===== src/rtl/deserializer.sv =====
// MSB-first serial-to-parallel receiver emitting words with a bit-count (mod) field.
// Optional DESER_DROP_SHORT_EN: silently discard partial frames of 1 or 2 bits.
module deserializer #(
   parameter int unsigned DATA_BUS_WIDTH = 16,
   parameter int unsigned DATA_MOD_WIDTH = 4
) (
   input  logic                      clk_i,
   input  logic                      srst_i,
   input  logic                      ser_data_i,
   input  logic                      ser_data_val_i,
   output logic [DATA_BUS_WIDTH-1:0] deser_data_o,
   output logic [DATA_MOD_WIDTH-1:0] deser_data_mod_o,
   output logic                      deser_data_val_o,
   output logic                      busy_o
);

   localparam int unsigned CntW = DATA_MOD_WIDTH + 1;
   localparam logic [CntW-1:0] FullCnt = CntW'(DATA_BUS_WIDTH);

   typedef enum logic [1:0] {
      IdleS = 2'd0,
      RecvS = 2'd1
   } state_e;

   state_e                    state_q, state_d;
   logic [CntW-1:0]           cnt_q, cnt_d;
   logic [DATA_BUS_WIDTH-1:0] shreg_q, shreg_d;
   logic [DATA_BUS_WIDTH-1:0] data_q, data_d;
   logic [DATA_MOD_WIDTH-1:0] mod_q, mod_d;
   logic                      val_q, val_d;

   logic [CntW-1:0]           cnt_inc;
   logic [DATA_BUS_WIDTH-1:0] ins_bit;
   logic [DATA_BUS_WIDTH-1:0] shreg_next;
   logic                      drop_short;

   // Incoming bit lands at position W-1-cnt; unwritten positions stay 0.
   assign ins_bit    = (DATA_BUS_WIDTH'(ser_data_i) << (DATA_BUS_WIDTH - 1)) >> cnt_q;
   assign shreg_next = shreg_q | ins_bit;
   assign cnt_inc    = cnt_q + CntW'(1);

`ifdef DESER_DROP_SHORT_EN
   assign drop_short = (cnt_q <= CntW'(2));
`else
   assign drop_short = 1'b0;
`endif

   always_comb begin
      state_d = state_q;
      cnt_d   = cnt_q;
      shreg_d = shreg_q;
      data_d  = data_q;
      mod_d   = mod_q;
      val_d   = 1'b0;
      case (state_q)
         IdleS, RecvS: begin
            if (ser_data_val_i) begin
               // Also covers DATA_BUS_WIDTH=1, where the first bit already fills a word.
               if (cnt_inc == FullCnt) begin
                  val_d   = 1'b1;
                  data_d  = shreg_next;
                  mod_d   = '0;
                  shreg_d = '0;
                  cnt_d   = '0;
                  state_d = IdleS;
               end else begin
                  shreg_d = shreg_next;
                  cnt_d   = cnt_inc;
                  state_d = RecvS;
               end
            end else if (state_q == RecvS) begin
               if (!drop_short) begin
                  val_d  = 1'b1;
                  data_d = shreg_q;
                  mod_d  = cnt_q[DATA_MOD_WIDTH-1:0];
               end
               shreg_d = '0;
               cnt_d   = '0;
               state_d = IdleS;
            end
         end
         default: begin
            shreg_d = '0;
            cnt_d   = '0;
            state_d = IdleS;
         end
      endcase
   end

   always_ff @(posedge clk_i or posedge srst_i) begin
      if (srst_i) begin
         state_q <= IdleS;
         cnt_q   <= '0;
         shreg_q <= '0;
         data_q  <= '0;
         mod_q   <= '0;
         val_q   <= 1'b0;
      end else begin
         state_q <= state_d;
         cnt_q   <= cnt_d;
         shreg_q <= shreg_d;
         data_q  <= data_d;
         mod_q   <= mod_d;
         val_q   <= val_d;
      end
   end

   assign deser_data_o     = data_q;
   assign deser_data_mod_o = mod_q;
   assign deser_data_val_o = val_q;
   assign busy_o           = (state_q == RecvS);

endmodule


===== config.mk =====
export PLATFORM = sky130hd
export DESIGN_NAME = deserializer
export DESIGN_NICKNAME = d
export VERILOG_FILES = /design/src/rtl/deserializer.sv
export SDC_FILE = /design/constraint.sdc
export NUM_CORES = 1
export LEC_CHECK = 0
export ABC_AREA = 1
export CORE_ASPECT_RATIO = 2
export CORE_MARGIN = 2
export CORE_UTILIZATION = 58
export DETAILED_ROUTE_END_ITERATION = 12
export PLACE_DENSITY = 0.88
export SETUP_SLACK_MARGIN = 0.1
export SYNTH_ARGS = -nofsm -noshare
export SYNTH_HDL_FRONTEND = slang
export SYNTH_SLANG_ARGS = --single-unit
export TNS_END_PERCENT = 10

===== constraint.sdc =====
create_clock -name clk_i -period 3.3 [get_ports clk_i]
set_input_delay 0.825 -clock clk_i [delete_from_list [all_inputs] [get_ports clk_i]]
set_output_delay 0.825 -clock clk_i [all_outputs]
set_load 0.005 [all_outputs]

# [Word level (Yosys, flattened, before mapping)]
# Index checks and enable logic that the tools add are counted.
[totals] reg_bits=44 input_bits=4 elab_cells=39
[op_classes] addsub=1 eq_ne=4 shift=1 muxes=22 bitwise=1 n_reduce_logical=4
[ops] operator="16-bit 2-to-1 mux" n=7
[ops] operator="5-bit 2-to-1 mux" n=4
[ops] operator="16-bit OR" n=1
[ops] operator="16-bit by 5-bit >> shifter with 16-bit output" n=1
[ops] operator="4-bit 2-to-1 mux" n=3
[ops] operator="2-bit 2-to-1 mux" n=3
[ops] operator="5-bit by 1-bit adder with 5-bit output (second input constant)" n=1
[ops] operator="5-bit equality test (second input constant)" n=1
[ops] operator="1-bit 2-to-1 mux" n=5
[ops] operator="3-bit inequality test (second input constant)" n=1
[ops] operator="3-bit AND reduction" n=1
[ops] operator="2-bit by 1-bit equality test with 1-bit output (second input constant)" n=1
[ops] operator="2-bit logical NOT" n=1
[ops] operator="2-bit by 1-bit inequality test with 1-bit output (second input constant)" n=1
[ops] operator="2-bit nonzero test" n=1
[ops] operator="2-bit OR reduction" n=1

# [Depth between registers and ports, before layout]
# Gate-level depths: netlist (run 1).
[logic_depth] word_depth=5 ltp_mapped=9

# [Worst setup path before layout (run 1)]
# Ideal clock, no wire load.
[synth_timing] path_kind="input to register" startpoint="input port ser_data_val_i" endpoint="register shreg_q[15]" arrival_ns=1.544 required_ns=3.222 setup_slack_ns=1.679 cell_stages=6 path_cell_list="buf_6 -> inv_2 -> nor3_2 -> inv_1 -> o21bai_1 -> a21boi_1"
[synth_via] elab_chain_len=2 elab_cells_between_ends=3 cone_classes="eq/ne: 1; mux: 2"
[synth_lines] element="start: declaration" line_no="10" source="input logic ser_data_val_i,"
[synth_lines] element="16-bit 2-to-1 mux" line_no="57" source="if (ser_data_val_i) begin"
[synth_lines] element="16-bit 2-to-1 mux" line_no="55" source="case (state_q)"
[synth_lines] element="end signal: assignment" line_no="101" source="shreg_q <= shreg_d;"
[synth_lines] element="end: declaration" line_no="27" source="logic [DATA_BUS_WIDTH-1:0] shreg_q, shreg_d;"
# Parallel ways exist; a longest one is shown, timed or not.
# A chain may end at the register's enable or synchronous reset.

# [Final worst setup path (run 1)]
[layout_timing] startpoint="input port ser_data_val_i" endpoint="register data_q[4] (netlist: deser_data_o[4])"
[layout_via] elab_chain_len=2 elab_cells_between_ends=4 cone_classes="eq/ne: 1; mux: 1; reduce/logical: 2"
[layout_lines] element="2-bit by 1-bit inequality test with 1-bit output (no source line) or 2-bit nonzero test (tied branches)"
[layout_lines] element="3-bit AND reduction (no source line)"
[layout_lines] element="end signal: assignment" line_no="102" source="data_q <= data_d;"
[layout_lines] element="end: declaration" line_no="28" source="logic [DATA_BUS_WIDTH-1:0] data_q, data_d;"
# Parallel ways exist; a longest one is shown, timed or not.

==> metrics.log, run 1 <==
[metrics] classification of the worst-slack hold path: reg -> reg
[metrics] Finished Core Util: 0.6993
[metrics] critical path required time: between 3 and 4 ns
[metrics] pin count of the biggest net entering global routing: 44
[metrics] CTS hold repair buffers: 0
[metrics] Unique masters post-synth: 27
[metrics] R2R Setup Slk: 1.24 ns
[metrics] number of instances in the synthesized netlist: 212
[metrics] final instance area: 2336 um^2
[metrics] Total Die Area: between 3000 and 4000 um^2
[metrics] post-route setup TNS: 0 ns
[metrics] Final setup violation count: 0
[metrics] post-layout instance count excluding filler cells: 266
[metrics] Worst setup SP type: input port
[metrics] remaining antenna violation count: 0
[metrics] worst slack, placed: between 0.6 and 0.7 ns
[metrics] Pleak: roughly 1.1 nW
[metrics] endpoint of the lowest-slack register-to-register path: deser_data_o[4]$_DFFE_PP0P_
[metrics] outcome: completed
[metrics] vias after detailed routing: 1581
[metrics] Max Freq: about 0.43 GHz
[metrics] post-synthesis net count: 217
[metrics] unrepaired setup endpoints after global routing: no
[metrics] ANT cells: 0
[metrics] cells on worst reg2reg path: 7
[metrics] worst max-slew margin expressed relative to the limit: 0.6448
[metrics] total number of placement rows: 30
[metrics] average cell area after synthesis: ~9.5 um^2
[metrics] TritonCTS clock tree: built
[metrics] top library cells by usage in the layout, fill and taps aside: 46 x nand2_1, 43 x dfrtp_1, 42 x nand3_1
[metrics] clock latency on the worst-skew pair: about 0.3 ns
[metrics] type of element capturing the critical path: flop
[metrics] cells traversed along the worst timing path: clkdlybuf4s50_1, nand4_1, buf_4, nand3_1, nand2_1
[metrics] Clock Root Buffer: clkbuf_8
[metrics] worst setup path start: ser_data_val_i
[metrics] total power draw: approximately 1.2 mW
[metrics] number of global-route vias before repair: between 1000 and 1500
[metrics] class of the most critical setup path: in -> reg
[metrics] number of max-slew violations in the final report: 0
[metrics] total routed wirelength: between 4000 and 5000 um
[metrics] number of buffers inserted by port buffering: 25
[metrics] Post CTS Setup Buffer Count: 0
[metrics] number of nets in the final layout: about 240
[metrics] slew at the pin closest to its max-slew limit: between 0.5 and 0.6 ns
[metrics] most common cell after layout, fill and taps aside: nand2_1
[metrics] final worst setup slack: slightly below 1 ns
[metrics] Core Area: between 3000 and 4000 um^2
[metrics] wire length per cell after detailed routing: approximately 16 um
[metrics] cell with the largest stage delay on the worst path: clkdlybuf4s50_1
[metrics] arrival time of the worst setup path: approximately 2.5 ns
[metrics] Chip Width: about 46 um
[metrics] startpoint of the tightest hold check path: deser_data_mod_o[1]$_DFFE_PP0P_
[metrics] initial core utilization: 0.6011
[metrics] clk sinks: 43
[metrics] share of post-route cells with drive strength above 1: 0.08974
[metrics] highest fanout seen on the critical path: 12
[metrics] max-cap viol count: 0
[metrics] Via-to-Cell Ratio: ~6
[metrics] clock-pin slew on the worst setup and hold paths: 0.08 ns
[metrics] Detailed Place HPWL: 3024 um
[metrics] #FFs+latches synth: 43
[metrics] instance area after placement: 2218 um^2
[metrics] Critical Path Max Stage Delay: approximately 0.74 ns
[metrics] Final Hold Slack: between 0.5 and 0.6 ns
[metrics] Crit Reg-Reg Startpoint: cnt_q[1]$_DFFE_PP0P_
[metrics] final critical-path required period: around 2.3 ns
[metrics] total placed cells including tap cells: 258
[metrics] number of H-tree branching levels: 2
[metrics] Peak VDD IR: approximately 0.00062 V
[metrics] part of the cycle the worst path needs: 0.6987
[metrics] number of remaining DRC errors: 0
[metrics] power density cells: around 520 nW/um^2
[metrics] io pins: 26
[metrics] Final Hold Fails: 0
[metrics] total global-route track usage: 0.2479
[metrics] total global routing overflow: 0
[metrics] total of cells resized after clock tree synthesis: 0
[metrics] die height: slightly below 90 um
[metrics] maximum root-to-sink buffer count: 2
[metrics] number of antenna violations at the first check in global routing: 0
[metrics] global-route wire length before repair: roughly 7000 um
[metrics] sequential cell area fraction in the yosys report: 0.5358
[metrics] CP endpoint: deser_data_o[4]$_DFFE_PP0P_
[metrics] GPL Wtd Cong: 0.8156
[metrics] total standard cell area after synthesis: between 2000 and 2500 um^2
[metrics] number of CTS-inserted buffers: 5
[metrics] number of design-rule violations left by the first detailed-router iteration: 34
[metrics] first drt pass iteration count: 4
[metrics] signed area change from the synthesized netlist to the final layout: 16.32%
[metrics] Synthesis Warnings: 0
[metrics] Setup Skew: ~0.009 ns
## sequential cells by signal, indices dropped and copies added (netlist names)
signal and flops:
deser_data_val_o 1, deser_data_o 16, deser_data_mod_o 4, shreg_q 16, state_q 1, cnt_q 5
## logic make-up after synthesis
family | after synthesis | synth area share
and+or+nand+nor | 105 | 0.2480
DFF | 43 | 0.5358
AOI/OAI and AO/OA | 35 | 0.1308
buffers and inverters | 28 | 0.07913
adders and majority gates | 1 | 0.006230
## synth_stat cells
library cell,instances,area [um^2]
inv_2,1,3.750
nand2_2,2,12.51
o21ai_0,2,10.01
nand3_2,1,10.01
o21bai_1,14,105.1
buf_4,5,37.54
nor3_1,1,5.000
a21boi_2,2,22.52
nand2_4,1,11.26
nor2_1,3,11.26
nand3_1,42,210.2
buf_1,2,7.510
a21boi_1,11,82.58
o32ai_1,1,8.760
o21ai_1,1,5.000
buf_6,4,45.04
nor2_4,1,11.26
ha_1,1,12.51
a21o_1,1,7.510
buf_2,4,20.02
nand2_1,46,172.7
o22ai_1,1,6.260
dfrtp_1,43,1076
a21boi_0,2,15.01
inv_1,12,45.04
nor3_2,1,10.01
nand4_1,7,43.79
## worst min path at each step
stage	cells after the start	endpoint
floorplan	2	deser_data_mod_o[0]$_DFFE_PP0P_
detailed placement	2	deser_data_mod_o[1]$_DFFE_PP0P_
CTS	2	deser_data_mod_o[1]$_DFFE_PP0P_
finish	2	deser_data_mod_o[1]$_DFFE_PP0P_
global route	2	deser_data_o[13]$_DFFE_PP0P_
global placement	2	deser_data_mod_o[2]$_DFFE_PP0P_
## routing by layer
metal	part of all wire	global-route usage
met1	0.38	0.2871
met4	0.034	0.1230
met3	0.038	0.04772
met2	0.55	0.4161
met5	0	0
## worst max-delay path: cells and delay by family
kind | cells | cell delay, ns
AND/OR/NAND/NOR | 3 | 0.59
buffers and inverters | 2 | 1.08
## where the power goes
part           leakage [nW]  switching, mW  internal (mW)  total [mW]
combinational         0.495         0.0940         0.0864       0.180
sequential            0.587         0.0413          0.566       0.608
clock                0.0612          0.179          0.245       0.424
## layout make-up
class | instances | area [um^2]
clock buffers | 6 | 82.58
clock inverters | 2 | 35.03
fillers | 252 | 1005
inverters | 13 | 48.80
multi-input cells | 141 | 773.2
flip-flops and latches | 43 | 1076
well taps | 32 | 40.04
repair buffers | 29 | 280.3
Power figures use the tool's default switching activity.
==> inputs of run 2 (changes only) <==
--- a/config.mk
+++ b/config.mk
@@ -8,9 +8,9 @@
 export ABC_AREA = 1
 export CORE_ASPECT_RATIO = 2
 export CORE_MARGIN = 2
-export CORE_UTILIZATION = 58
+export CORE_UTILIZATION = 54
 export DETAILED_ROUTE_END_ITERATION = 12
-export PLACE_DENSITY = 0.88
+export PLACE_DENSITY = 0.83
 export SETUP_SLACK_MARGIN = 0.1
 export SYNTH_ARGS = -nofsm -noshare
 export SYNTH_HDL_FRONTEND = slang
==> constraint.sdc (replaced) <==
create_clock -name clk_i -period 2.36 [get_ports clk_i]
set_input_delay 0.59 -clock clk_i [delete_from_list [all_inputs] [get_ports clk_i]]
set_output_delay 0.59 -clock clk_i [all_outputs]
set_load 0.005 [all_outputs]
==> run 2 against run 1 <==
Against the previous run: cell area grew 1.0%; combinational power grew 41%; worst setup slack lost 0.48 ns; clock skew shrank 0.00067 ns; critical path depth shrank 4; total power grew 29%; die area grew 6.9%.
==> metrics.log, run 2 (same netlist as run 1, synthesis figures left out) <==
[metrics] outcome: completed (unchanged)
[metrics] worst hold path endpoint: deser_data_mod_o[0]$_DFFE_PP0P_ (was deser_data_mod_o[1]$_DFFE_PP0P_)
[metrics] Final setup violation count: 0 (unchanged)
[metrics] total placed cells including tap cells: 278 (was 258)
[metrics] most common cell after layout, fill and taps aside: nand2_1 (unchanged)
[metrics] multi-input logic area: 773.2 um^2 (unchanged)
[metrics] highest fanout seen on the critical path: 3 (was 12)
[metrics] cell class contributing the biggest share of worst-path delay: buffers and inverters (unchanged)
[metrics] first drt pass iteration count: 5 (was 4)
[metrics] Max Freq: between 0.5 and 0.6 GHz
[metrics] slew at the pin closest to its max-slew limit: 0.5314 ns (was 0.5327 ns)
[metrics] Via-to-Cell Ratio: 5.392 (was 5.944)
[metrics] Clock Root Buffer: clkbuf_8 (unchanged)
[metrics] Worst setup SP type: flop (was input port)
[metrics] number of nets in the final layout: 241 (was 238)
[metrics] cell with the largest stage delay on the worst path: clkdlybuf4s50_1 (unchanged)
[metrics] Crit Reg-Reg Startpoint: cnt_q[1]$_DFFE_PP0P_ (unchanged)
[metrics] signed area change from the synthesized netlist to the final layout: 17.51% (was 16.32%)
[metrics] initial core utilization: 0.5567 (was 0.6011)
[metrics] final worst setup slack: 0.5092 ns (was 0.9942 ns)
[metrics] type of element capturing the critical path: primary output (was flop)
[metrics] Chip Width: 47.12 um (was 45.61 um)
[metrics] worst max-slew margin expressed relative to the limit: 0.6457 (was 0.6448)
[metrics] cells on worst reg2reg path: 7 (unchanged)
[metrics] number of CTS-inserted buffers: 5 (unchanged)
[metrics] power density cells: 661.1 nW/um^2 (was 518.8 nW/um^2)
[metrics] number of remaining DRC errors: 0 (unchanged)
[metrics] share of post-route cells with drive strength above 1: 0.09705 (was 0.08974)
[metrics] TritonCTS clock tree: built (unchanged)
[metrics] number of antenna violations at the first check in global routing: 0 (unchanged)
[metrics] Critical Path Max Stage Delay: 0.53 ns (was 0.74 ns)
[metrics] Post CTS Setup Buffer Count: 0 (unchanged)
[metrics] Pleak: 1.142 nW (was 1.143 nW)
[metrics] critical path required time: 1.77 ns (was 3.50 ns)
[metrics] total routed wirelength: 4066 um (was 4237 um)
[metrics] pin count of the biggest net entering global routing: 44 (unchanged)
[metrics] number of buffers inserted by port buffering: 25 (unchanged)
[metrics] global-route wire length before repair: 6872 um (was 6996 um)
[metrics] Core Area: 3607 um^2 (was 3341 um^2)
[metrics] Layout fillers: 307 (was 252)
[metrics] maximum root-to-sink buffer count: 2 (unchanged)
[metrics] remaining antenna violation count: 0 (unchanged)
[metrics] FF+latch area: 1076 um^2 (unchanged)
[metrics] number of H-tree branching levels: 2 (unchanged)
[metrics] total number of placement rows: 31 (was 30)
[metrics] worst slack, placed: 0.2669 ns (was 0.6723 ns)
[metrics] unrepaired setup endpoints after global routing: no (unchanged)
[metrics] io pins: 26 (unchanged)
[metrics] buffer and inverter count on the worst path: 1 (was 2)
[metrics] GPL Wtd Cong: 0.8705 (was 0.8156)
[metrics] Final Hold Fails: 0 (unchanged)
[metrics] clock latency on the worst-skew pair: 0.30 ns (about the same)
[metrics] cells traversed along the worst timing path: clkdlybuf4s50_1 (was clkdlybuf4s50_1, nand4_1, buf_4, nand3_1, nand2_1)
[metrics] vias after detailed routing: 1542 (was 1581)
[metrics] part of the cycle the worst path needs: 0.7842
[metrics] Hold Path Cell Cnt: 2 (unchanged)
[metrics] max-cap viol count: 0 (unchanged)
[metrics] total of cells resized after clock tree synthesis: 0 (unchanged)
[metrics] R2R Setup Slk: 0.55 ns (was 1.24 ns)
[metrics] number of max-slew violations in the final report: 0 (unchanged)
[metrics] arrival time of the worst setup path: 1.26 ns (was 2.50 ns)
[metrics] Detailed Place HPWL: 2899 um (was 3024 um)
[metrics] total global routing overflow: 0 (unchanged)
[metrics] top library cells by usage in the layout, fill and taps aside: 46 x nand2_1, 43 x dfrtp_1, 42 x nand3_1 (unchanged)
[metrics] post-layout instance count excluding filler cells: 286 (was 266)
[metrics] Setup Skew: 0.008357 ns (was 0.009028 ns)
[metrics] ANT cells: 0 (unchanged)
[metrics] wire length per cell after detailed routing: 14.22 um (was 15.93 um)
[metrics] Peak VDD IR: 0.0005221 V (was 0.0006166 V)
[metrics] number of design-rule violations left by the first detailed-router iteration: 28 (was 34)
[metrics] CTS hold repair buffers: 0 (unchanged)
[metrics] die height: 90.24 um (was 87.22 um)
[metrics] Total Die Area: 4252 um^2 (was 3977 um^2)
[metrics] final critical-path required period: between 1.5 and 2 ns
[metrics] class of the most critical setup path: reg -> out (was in -> reg)
[metrics] clk sinks: 43 (unchanged)
[metrics] endpoint of the lowest-slack register-to-register path: deser_data_o[0]$_DFFE_PP0P_ (was deser_data_o[4]$_DFFE_PP0P_)
[metrics] post-route setup TNS: 0 ns (unchanged)
[metrics] classification of the worst-slack hold path: reg -> reg (unchanged)
[metrics] total global-route track usage: 0.2261 (was 0.2479)
[metrics] clock-pin slew on the worst setup and hold paths: 0.08 ns (about the same)
[metrics] number of global-route vias before repair: 1452 (was 1474)
[metrics] startpoint of the tightest hold check path: deser_data_mod_o[0]$_DFFE_PP0P_ (was deser_data_mod_o[1]$_DFFE_PP0P_)
run 2: changes by cell type in the layout (fill, tap and decap cells not counted), sizes merged:
cell and delta:
buf +3, clkinvlp +1, bufinv -1
run 2: metrics by stage:
stage	util	instance area, um^2	hold slack (ns)	total power [mW]
2_1_floorplan	-	2008	0.4926	1.009
3_3_place_gp	0.6306	2275	0.4804	1.106
3_5_place_dp	0.6306	2275	0.4857	1.115
4_1_cts	0.6542	2360	0.5044	1.573
5_1_grt	0.6542	2360	0.5236	1.635
6_report	0.6542	2360	0.5000	1.560
run 2: worst max-delay path by stage:
stage	to	start	slack, ns	cells after the start
after floorplan	cnt_q[0]$_DFFE_PP0P_	srst_i	0.77	1
after detailed placement	deser_data_o[9]$_DFFE_PP0P_	ser_data_val_i	0.27	7
final	busy_o	state_q[0]$_DFFE_PP0P_	0.51	1
after global routing	deser_data_o[0]$_DFFE_PP0P_	cnt_q[1]$_DFFE_PP0P_	0.42	7
after CTS	busy_o	state_q[0]$_DFFE_PP0P_	0.50	1
after global placement	shreg_q[15]$_DFFE_PP0P_	ser_data_val_i	0.29	6
run 2: layer usage:
metal,part of all wire,wire length [um],up-vias,global-route usage
li1,-,-,761,-
met2,0.54,2186,37,0.3596
met1,0.40,1636,735,0.2801
met4,0.023,95,0,0.09491
met3,0.036,148,9,0.05422
met5,0,0,-,0
run 2: area by class of cell:
| cell class | instances | share of cell area |
|---|---|---|
| clock buffer | 6 | 0.03075 |
| tap | 49 | 0.02598 |
| clock inverter | 2 | 0.005302 |
| inverter | 13 | 0.02068 |
| timing repair buffer | 32 | 0.1336 |
| multi-input combinational | 141 | 0.3277 |
| sequential | 43 | 0.4560 |
run 2: power breakdown:
part	internal [mW]	switching, mW	leakage [nW]
Clock	0.207	0.253	0.0412
Sequential	0.792	0.0549	0.587
Combinational	0.125	0.128	0.514
==> inputs of run 3 (changes only) <==
==> constraint.sdc (replaced) <==
create_clock -name clk_i -period 1.86 [get_ports clk_i]
set_input_delay 0.465 -clock clk_i [delete_from_list [all_inputs] [get_ports clk_i]]
set_output_delay 0.465 -clock clk_i [all_outputs]
set_load 0.005 [all_outputs]
==> run 3 against run 2 <==
Against the previous run: clock power increased by 25%; global-route usage up 3.1 points; non-clock buffer count rose by 8; largest cell class unchanged.
==> metrics.log, run 3 (same netlist as run 1, synthesis figures left out) <==
[metrics] Final Hold Slack: 0.4971 ns (was 0.5000 ns)
[metrics] clk sinks: 43 (unchanged)
[metrics] total power draw: 2.005 mW (was 1.560 mW)
[metrics] share of post-route cells with drive strength above 1: 0.1265 (was 0.09705)
[metrics] ANT cells: 0 (unchanged)
[metrics] vias after detailed routing: 1672 (was 1542)
[metrics] clock latency on the worst-skew pair: 0.29 ns (was 0.30 ns)
[metrics] top library cells by usage in the layout, fill and taps aside: 46 x nand2_1, 43 x dfrtp_1, 42 x nand3_1 (unchanged)
[metrics] post-route setup TNS: 0 ns (unchanged)
[metrics] total global-route track usage: 0.2571 (was 0.2261)
[metrics] number of H-tree branching levels: 2 (unchanged)
[metrics] startpoint of the tightest hold check path: deser_data_mod_o[2]$_DFFE_PP0P_ (was deser_data_mod_o[0]$_DFFE_PP0P_)
[metrics] die height: 90.24 um (unchanged)
[metrics] TritonCTS clock tree: built (unchanged)
[metrics] Via-to-Cell Ratio: 5.687 (was 5.392)
[metrics] arrival time of the worst setup path: 1.20 ns (was 1.26 ns)
[metrics] cell class contributing the biggest share of worst-path delay: buffers and inverters (unchanged)
[metrics] most common cell after layout, fill and taps aside: nand2_1 (unchanged)
[metrics] maximum root-to-sink buffer count: 2 (unchanged)
[metrics] total of cells resized after clock tree synthesis: 0 (unchanged)
[metrics] Worst setup SP type: flop (unchanged)
[metrics] cells traversed along the worst timing path: clkdlybuf4s50_1 (unchanged)
[metrics] number of remaining DRC errors: 0 (unchanged)
[metrics] Peak VDD IR: 0.0007018 V (was 0.0005221 V)
[metrics] number of nets in the final layout: 249 (was 241)
[metrics] final instance area: 2432 um^2 (was 2360 um^2)
[metrics] critical path required time: 1.39 ns (was 1.77 ns)
[metrics] total placed cells including tap cells: 285 (was 278)
[metrics] part of the cycle the worst path needs: 0.8954
[metrics] Setup Skew: 0.002577 ns (was 0.008357 ns)
[metrics] Chip Width: 47.12 um (unchanged)
[metrics] remaining antenna violation count: 0 (unchanged)
[metrics] unrepaired setup endpoints after global routing: yes (was no)
[metrics] Layout fillers: 290 (was 307)
[metrics] class of the most critical setup path: reg -> out (unchanged)
[metrics] Final Hold Fails: 0 (unchanged)
[metrics] instance area after placement: 2340 um^2 (was 2275 um^2)
[metrics] total global routing overflow: 0 (unchanged)
[metrics] highest fanout seen on the critical path: 3 (unchanged)
[metrics] slew at the pin closest to its max-slew limit: 0.3435 ns (was 0.5314 ns)
[metrics] number of buffers inserted by port buffering: 25 (unchanged)
[metrics] number of global-route vias before repair: 1695 (was 1452)
[metrics] Final setup violation count: 0 (unchanged)
[metrics] Crit Reg-Reg Startpoint: cnt_q[0]$_DFFE_PP0P_ (was cnt_q[1]$_DFFE_PP0P_)
[metrics] Pleak: 1.185 nW (was 1.142 nW)
[metrics] max-cap viol count: 0 (unchanged)
[metrics] worst slack, placed: -0.07334 ns (was 0.2669 ns)
[metrics] worst setup path start: state_q[0]$_DFFE_PP0P_ (unchanged)
[metrics] signed area change from the synthesized netlist to the final layout: 21.12% (was 17.51%)
[metrics] power density cells: 824.5 nW/um^2 (was 661.1 nW/um^2)
[metrics] Clock Root Buffer: clkbuf_8 (unchanged)
[metrics] number of max-slew violations in the final report: 0 (unchanged)
[metrics] outcome: completed (unchanged)
[metrics] clock-pin slew on the worst setup and hold paths: 0.08 ns (about the same)
[metrics] first drt pass iteration count: 4 (was 5)
[metrics] io pins: 26 (unchanged)
[metrics] Finished Core Util: 0.6743 (was 0.6542)
[metrics] number of design-rule violations left by the first detailed-router iteration: 53 (was 28)
[metrics] initial core utilization: 0.5567 (unchanged)
[metrics] pin count of the biggest net entering global routing: 44 (unchanged)
[metrics] Detailed Place HPWL: 3208 um (was 2899 um)
[metrics] classification of the worst-slack hold path: reg -> reg (unchanged)
[metrics] GPL Wtd Cong: 0.8416 (was 0.8705)
[metrics] Core Area: 3607 um^2 (unchanged)
[metrics] buffer and inverter count on the worst path: 1 (unchanged)
[metrics] global-route wire length before repair: 7935 um (was 6872 um)
[metrics] cell with the largest stage delay on the worst path: clkdlybuf4s50_1 (unchanged)
[metrics] number of antenna violations at the first check in global routing: 0 (unchanged)
[metrics] final worst setup slack: 0.1946 ns (was 0.5092 ns)
[metrics] number of CTS-inserted buffers: 5 (unchanged)
[metrics] final critical-path required period: ~1.7 ns
[metrics] total number of placement rows: 31 (unchanged)
[metrics] wire length per cell after detailed routing: 15.45 um (was 14.22 um)
[metrics] total routed wirelength: 4541 um (was 4066 um)
[metrics] type of element capturing the critical path: primary output (unchanged)
[metrics] worst max-slew margin expressed relative to the limit: 0.7710 (was 0.6457)
[metrics] Total Die Area: 4252 um^2 (unchanged)
[metrics] Max Freq: about 0.6 GHz
[metrics] post-layout instance count excluding filler cells: 294 (was 286)
[metrics] Critical Path Max Stage Delay: 0.51 ns (was 0.53 ns)
## run 3: path summary, 6_finish.rpt
check / to / slack [ns] / depth (start not counted)
worst min-delay path: deser_data_mod_o[2]$_DFFE_PP0P_ / 0.50 / 2
worst max-delay path: busy_o / 0.19 / 1
min in group asynchronous: deser_data_o[2]$_DFFE_PP0P_ / 0.52 / 3
worst min register to register: deser_data_mod_o[2]$_DFFE_PP0P_ / 0.50 / 2
max in group asynchronous: shreg_q[0]$_DFFE_PP0P_ / 1.13 / 3
worst max register to register: shreg_q[7]$_DFFE_PP0P_ / 0.27 / 7
## run 3: area by class of cell
type | count | area, um^2 | share of cell area
clock buffer | 6 | 72.57 | 0.02984
clock inverter | 2 | 12.51 | 0.005144
inverter | 13 | 48.80 | 0.02006
multi-input combinational | 141 | 773.2 | 0.3179
sequential | 43 | 1076 | 0.4424
tap | 49 | 61.31 | 0.02521
timing repair buffer | 40 | 387.9 | 0.1595
## run 3: repair_timing
item | in CTS | in global routing
hold buffers | 0 | 0
setup buffers | 0 | 1
setup endpoints to repair | 0 | 2
## run 3: where the power goes
part	internal, mW	switching, mW
sequential	1.00	0.0533
combinational	0.179	0.191
clock	0.262	0.314
total	1.45	0.559
## run 3: metal layers
layer / part of all wire / global-route usage
met1: 0.38 / 0.3283
met2: 0.51 / 0.3858
met3: 0.039 / 0.04418
met4: 0.067 / 0.1597
met5: 0 / 0
